[src/rtl/mips_pkg.sv]
// rtl/mips_pkg.sv - shared MIPS register addressing constants and types
package mips_pkg;
   localparam int REG_ADDR_W = 5;
   localparam logic [REG_ADDR_W-1:0] REG_ZERO = 5'd0;
   localparam logic [REG_ADDR_W-1:0] REG_SP   = 5'd29;
   localparam logic [REG_ADDR_W-1:0] REG_RA   = 5'd31;

   typedef logic [REG_ADDR_W-1:0] reg_addr_t;
   typedef logic [31:0]           word_t;
endpackage

[src/rtl/rf_read_port.sv]
// rtl/rf_read_port.sv - one combinational register file read port
module rf_read_port
   import mips_pkg::*;
#(
   parameter int DATA_W   = 32,
   parameter int NUM_REGS = 32,
   parameter bit BYPASS   = 1'b0,
   parameter int ADDR_W   = $clog2(NUM_REGS)
) (
   input  logic              rst_n,
   input  logic [ADDR_W-1:0] addr,
   input  logic [DATA_W-1:0] regs [NUM_REGS],
   input  logic              wr_en,
   input  logic [ADDR_W-1:0] wr_addr,
   input  logic [DATA_W-1:0] wr_data,
   output logic [DATA_W-1:0] data
);
   localparam logic [ADDR_W:0] LIMIT = (ADDR_W+1)'(NUM_REGS);

   logic in_range;
   logic is_zero;

   assign in_range = {1'b0, addr} < LIMIT;
   assign is_zero  = (addr == ADDR_W'(REG_ZERO));

   // Bypass is gated by rst_n so a write presented during reset never leaks out.
   always_comb begin
      data = '0;
      if (rst_n && in_range && !is_zero) begin
         if (BYPASS && wr_en && (wr_addr == addr))
            data = wr_data;
         else
            data = regs[addr];
      end
   end
endmodule

[src/rtl/reg_file.sv]
// rtl/reg_file.sv - MIPS 32x32 GPR file, two read ports, one write port
module reg_file
   import mips_pkg::*;
#(
   parameter int DATA_W   = 32,
   parameter int NUM_REGS = 32,
   parameter bit BYPASS   = 1'b0,
   parameter int ADDR_W   = $clog2(NUM_REGS)
) (
   input  logic              clk,
   input  logic              rst_n,
   input  logic [ADDR_W-1:0] rd_addr1,
   input  logic [ADDR_W-1:0] rd_addr2,
   output logic [DATA_W-1:0] rd_data1,
   output logic [DATA_W-1:0] rd_data2,
   input  logic              wr_en,
   input  logic [ADDR_W-1:0] wr_addr,
   input  logic [DATA_W-1:0] wr_data,
   output logic [15:0]       wr_count
);
   localparam logic [ADDR_W:0] LIMIT = (ADDR_W+1)'(NUM_REGS);

   logic [DATA_W-1:0] regs [NUM_REGS];
   logic              wr_ok;

   assign wr_ok = wr_en && (wr_addr != ADDR_W'(REG_ZERO)) && ({1'b0, wr_addr} < LIMIT);

   // Flops rather than RAM: every entry must clear asynchronously.
   always_ff @(posedge clk or negedge rst_n) begin
      if (!rst_n) begin
         for (int i = 0; i < NUM_REGS; i++)
            regs[i] <= '0;
         wr_count <= '0;
      end else if (wr_ok) begin
         regs[wr_addr] <= wr_data;
         if (wr_count != 16'hFFFF)
            wr_count <= wr_count + 16'd1;
      end
   end

   rf_read_port #(.DATA_W(DATA_W), .NUM_REGS(NUM_REGS), .BYPASS(BYPASS), .ADDR_W(ADDR_W)) u_port1 (
      .rst_n   (rst_n),
      .addr    (rd_addr1),
      .regs    (regs),
      .wr_en   (wr_en),
      .wr_addr (wr_addr),
      .wr_data (wr_data),
      .data    (rd_data1)
   );

   rf_read_port #(.DATA_W(DATA_W), .NUM_REGS(NUM_REGS), .BYPASS(BYPASS), .ADDR_W(ADDR_W)) u_port2 (
      .rst_n   (rst_n),
      .addr    (rd_addr2),
      .regs    (regs),
      .wr_en   (wr_en),
      .wr_addr (wr_addr),
      .wr_data (wr_data),
      .data    (rd_data2)
   );
endmodule

[config.mk]
export PLATFORM = sky130hd
export DESIGN_NAME = reg_file
export DESIGN_NICKNAME = d
export VERILOG_FILES = /design/src/rtl/mips_pkg.sv /design/src/rtl/rf_read_port.sv /design/src/rtl/reg_file.sv
export SDC_FILE = /design/constraint.sdc
export NUM_CORES = 2
export LEC_CHECK = 0
export BUFFER_PORTS_ARGS = -buffer_cell sky130_fd_sc_hd__buf_2
export CORE_ASPECT_RATIO = 0.8
export CORE_MARGIN = 2
export CORE_UTILIZATION = 39
export CTS_CLUSTER_SIZE = 20
export DETAILED_ROUTE_END_ITERATION = 8
export PLACE_DENSITY_LB_ADDON = 0.25
export SYNTH_ARGS = -nofsm -noshare
export SYNTH_HDL_FRONTEND = slang
export SYNTH_HIERARCHICAL = 1
export SYNTH_SLANG_ARGS = --single-unit
[constraint.sdc]
create_clock -name clk -period 8.4 [get_ports clk]
set_input_delay 2.52 -clock clk [delete_from_list [all_inputs] [get_ports clk]]
set_output_delay 2.52 -clock clk [all_outputs]
set_load 0.02 [all_outputs]
==> metrics.csv <==
stage,metric,value,unit
worst_setup_path,slowest_stage,buf_4,
clock_network,cts_setup_buffers,0,
clock_network,cts_sinks,1040,
synth,synth_seq_area_share,46.14,%
sta,period_share,92.65,%
grt,antenna_found_initial,14,
synth,synthMuxAreaShare,41.05,%
detailed_routing,viasPerCell,6.302,
sta,grt_setup_unrepaired,false,
synth,ys_ff_latch,1040,
layout,layout.nets,3992,
grt,grt_overflow,0,
power,p_leak,27.89,nW
run_status,status,"finished, final reports clean",
grt,grt_pass1_vias,37240,
synth,synth_area,56400,sq um
synth,synth-compound-area-share,5.652,%
clock_network,cts-root-buf,clkbuf_16,
grt,grt_pass1_wl,275.5,mm
worst_setup_path,reg2reg_to,wr_count[13],
layout,fin_area,62230,sq um
hold_path,min-delay-path-class,reg -> reg,
detailed_routing,via_count,37320,
floorplanning,die_y,344.1,um
layout,fillers,12910,
clock_network,clkTransAtPathRegs,60,ps
clock_network,hold_buffers,0,
synth,synthXorXnorAreaFrac,0.1863,%
floorplanning,start_util,39.39,%
sta,fin_skew,14.10,ps
worst_setup_path,r2r-start,wr_count[0],
hold_path,holdCritStartpoint,regs[1014],
synth,yosysWarnings,6,
floorplanning,pin_count,130,
hold_path,min_to,regs[1014],
hold_path,hold_depth,0,
synth,synth_nets,4072,
synth,synth_edf_count,0,
worst_setup_path,critical-path-top-delay-family,buffers and inverters,
sta,hold_viol,0,
placed_design,dp_hpwl,109.4,mm
detailed_routing,wl_per_cell,32.19,um
synth,async_flop_share,100.0,%
synth,synth-simple-area-share,2.740,%
sta,fin_crit,7782,ps
synth,ys_types,50,
synth,ys.flop_type,dfrtp_1,
floorplanning,die_area,147700,sq um
worst_setup_path,cp.buffers_inverters,3,
synth,synth_cells,4021,
synth,synth_top_family_by_area,multiplexers,
sta,worst-slew-pin-transition,1172,ps
grt,grtUsageTotal,25.55,%
worst_setup_path,path_class,in -> out,
floorplanning,row_count,124,
layout,area_growth_syn_to_layout,10.34,%
detailed_routing,ant_nets,0,
worst_setup_path,crit_required,5880,ps
placed_design,io_buffers,129,
sta,slew_violations,0,
worst_setup_path,r2r_cells,5,
sta,maxSlewHeadroom,21.69,%
grt,grt_max_degree,160,
sta,setup_violations,0,
worst_setup_path,setup.reg_to_reg.worst_slack,6400,ps
worst_setup_path,worstPathArrival,5260,ps
clock_network,clk_path_buf_depth,3,
clock_network,clock_latency,750,ps
synth,syn_area_per_cell,14.03,sq um
placed_design,placed_area,58470,sq um
worst_setup_path,cp-start-kind,primary input,
detailed_routing,wl,190.6,mm
clock_network,cts_buffers,111,
worst_setup_path,critPathMaxStageDelay,750,ps
detailed_routing,drc,0,
clock_network,cts_tree,built,
sta,fmax,128.5,MHz
sta,tns,0,ps
detailed_routing,firstDrtPassIters,5,
floorplanning,fp.dieW,429.2,um
detailed_routing,drt_iter0_drc,3586,
clock_network,cts_resized,0,
power,cellPowerDensity,237.1,nW/um^2
flow_run,drv_cap,0,
power,ir_worst_vdd,0.0001682,V
floorplanning,core-area,143200,sq um
worst_setup_path,crit_fanout,49,
worst_setup_path,critPathCaptureType,primary output,
worst_setup_path,worstPathCellList,buf_8 -> buf_4 -> mux4_2 -> mux2_2 -> a221oi_1 -> a211oi_1 -> buf_2,
synth,synthAdderAreaFrac,0.02218,%
placed_design,place.gp.congestion,0.8012,
clock_network,cts_max_level,3,
layout,drive_gt1_share,41.72,%
## layout make-up
cell class	instances	area, sq um	share of cell area (%)
Antenna cell	3	7.507	0.01206
Tap cell	1890	2365	3.800
Sequential cell	1040	26030	41.82
Clock inverter	32	456.7	0.7338
Multi-Input combinational cell	2528	28220	45.34
Inverter	5	18.77	0.03016
Timing Repair Buffer	255	1847	2.967
Clock buffer	169	3298	5.300
## metrics by stage
stage	power (mW)	setup slack, ps	std cells	utilization (%)	hold WS [ps]
after floorplan	8.727	1703	4021	-	441.3
after global placement	9.561	510.9	5718	40.83	377.4
after detailed placement	9.657	542.7	5718	40.83	383.3
after CTS	14.81	542.3	5919	43.45	396.9
after global routing	15.38	576.2	5922	43.46	407.1
final	14.75	617.8	5922	43.46	395.3
## cells by family (layout without fill, tap and decap cells)
kind of cell | Yosys count | count (layout)
DFF | 1040 | 1040
other | 0 | 3
and+or+nand+nor | 294 | 294
muxes | 1825 | 1825
buffers and inverters | 453 | 461
xor gates and xnor gates | 12 | 12
adders and majority gates | 1 | 1
AOI/OAI and AO/OA | 396 | 396
## sequential cells by signal, indices dropped and copies added, names as in the netlist
register,count
wr_count,16
regs,1024
## cell usage in the layout (no fill, tap or decap), types with 4 or more instances in the layout
cell,Yosys,layout
dfrtp_1,1040,1040
a211oi_1,65,65
mux2_1,47,47
a221oi_1,40,40
a22oi_1,64,64
clkbuf_1,226,30
clkbuf_8,0,26
mux2i_1,512,512
mux4_2,160,160
mux4_1,96,96
xor2_1,8,8
buf_8,0,5
buf_4,80,113
nand2_2,0,11
nand3b_1,6,6
and3_1,4,4
mux2_2,1010,1010
nor2_4,8,20
nand2_4,0,4
a221oi_2,24,24
nand4_1,69,69
nor2b_4,0,6
a21oi_1,67,67
clkbuf_16,0,113
nand3_1,7,7
bufinv_16,0,9
clkinv_2,0,14
buf_2,105,120
nor3b_2,4,4
nor4_1,4,4
buf_12,0,15
nand2_1,149,134
o221ai_1,128,128
xnor2_1,4,4
## where the power goes
group | internal, mW | switching [mW] | leakage (nW)
sequential | 5.97 | 0.700 | 13.3
combinational | 1.60 | 1.33 | 12.7
clock | 2.98 | 2.18 | 1.85
## how the worst max path moves through the flow
| stage | startpoint | end | slack, ps | depth (start not counted) |
|---|---|---|---|---|
| after floorplan | rd_addr1[2] | rd_data1[11] | 1700 | 7 |
| after global placement | rd_addr1[0] | rd_data1[25] | 510 | 7 |
| after detailed placement | rd_addr1[0] | rd_data1[25] | 540 | 7 |
| after CTS | rd_addr1[0] | rd_data1[25] | 540 | 7 |
| after global routing | rd_addr2[2] | rd_data2[31] | 580 | 8 |
| final | rd_addr2[2] | rd_data2[23] | 620 | 7 |
## worst register-to-register path, stage by stage, from the launching register on
cell and delay, ps:
dfrtp_1 400, ha_1 270, nand2_1 140, nor4_1 750, nor3b_1 160, xor2_1 180
## cell usage after synthesis (2+ instances only)
| master | instances | area (sq um) |
|---|---|---|
| o221ai_1 | 128 | 1121 |
| mux2_1 | 47 | 529.3 |
| nor4_1 | 4 | 25.02 |
| nor3_1 | 3 | 15.01 |
| nand3b_1 | 6 | 45.04 |
| mux4_2 | 160 | 3603 |
| buf_4 | 80 | 600.6 |
| a21oi_1 | 67 | 335.3 |
| nand2_1 | 149 | 559.3 |
| o21ai_1 | 2 | 10.01 |
| nand3_1 | 7 | 35.03 |
| buf_1 | 4 | 15.01 |
| or3_1 | 2 | 12.51 |
| nor3b_2 | 4 | 50.05 |
| inv_1 | 4 | 15.01 |
| a221oi_1 | 40 | 350.3 |
| xnor2_1 | 4 | 35.03 |
| clkbuf_1 | 226 | 848.3 |
| xor2_1 | 8 | 70.07 |
| buf_6 | 32 | 360.4 |
| mux4_1 | 96 | 2522 |
| mux2_2 | 1010 | 11370 |
| and2_1 | 2 | 12.51 |
| mux2i_1 | 512 | 5125 |
| or2_2 | 2 | 12.51 |
| o21ai_0 | 2 | 10.01 |
| buf_2 | 105 | 525.5 |
| nand4_1 | 69 | 431.7 |
| nor2b_1 | 7 | 43.79 |
| dfrtp_1 | 1040 | 26020 |
| a221oi_2 | 24 | 360.4 |
| or3b_1 | 4 | 35.03 |
| a31oi_1 | 2 | 12.51 |
| a22oi_1 | 64 | 480.5 |
| and3_1 | 4 | 25.02 |
| nor3b_1 | 3 | 22.52 |
| nor2_1 | 7 | 26.28 |
| nor2_2 | 8 | 50.05 |
| nor2_4 | 8 | 90.09 |
| a211oi_1 | 65 | 488.0 |
## metal layers
layer | part of all wire [%] | vias up | global-route usage (%)
li1 | - | 15340 | -
met1 | 45 | 20160 | 37.09
met2 | 45 | 1475 | 39.04
met3 | 7.2 | 339 | 4.641
met4 | 3.0 | 4 | 7.487
met5 | 0.010 | - | 0
Power figures use the tool's default switching activity.
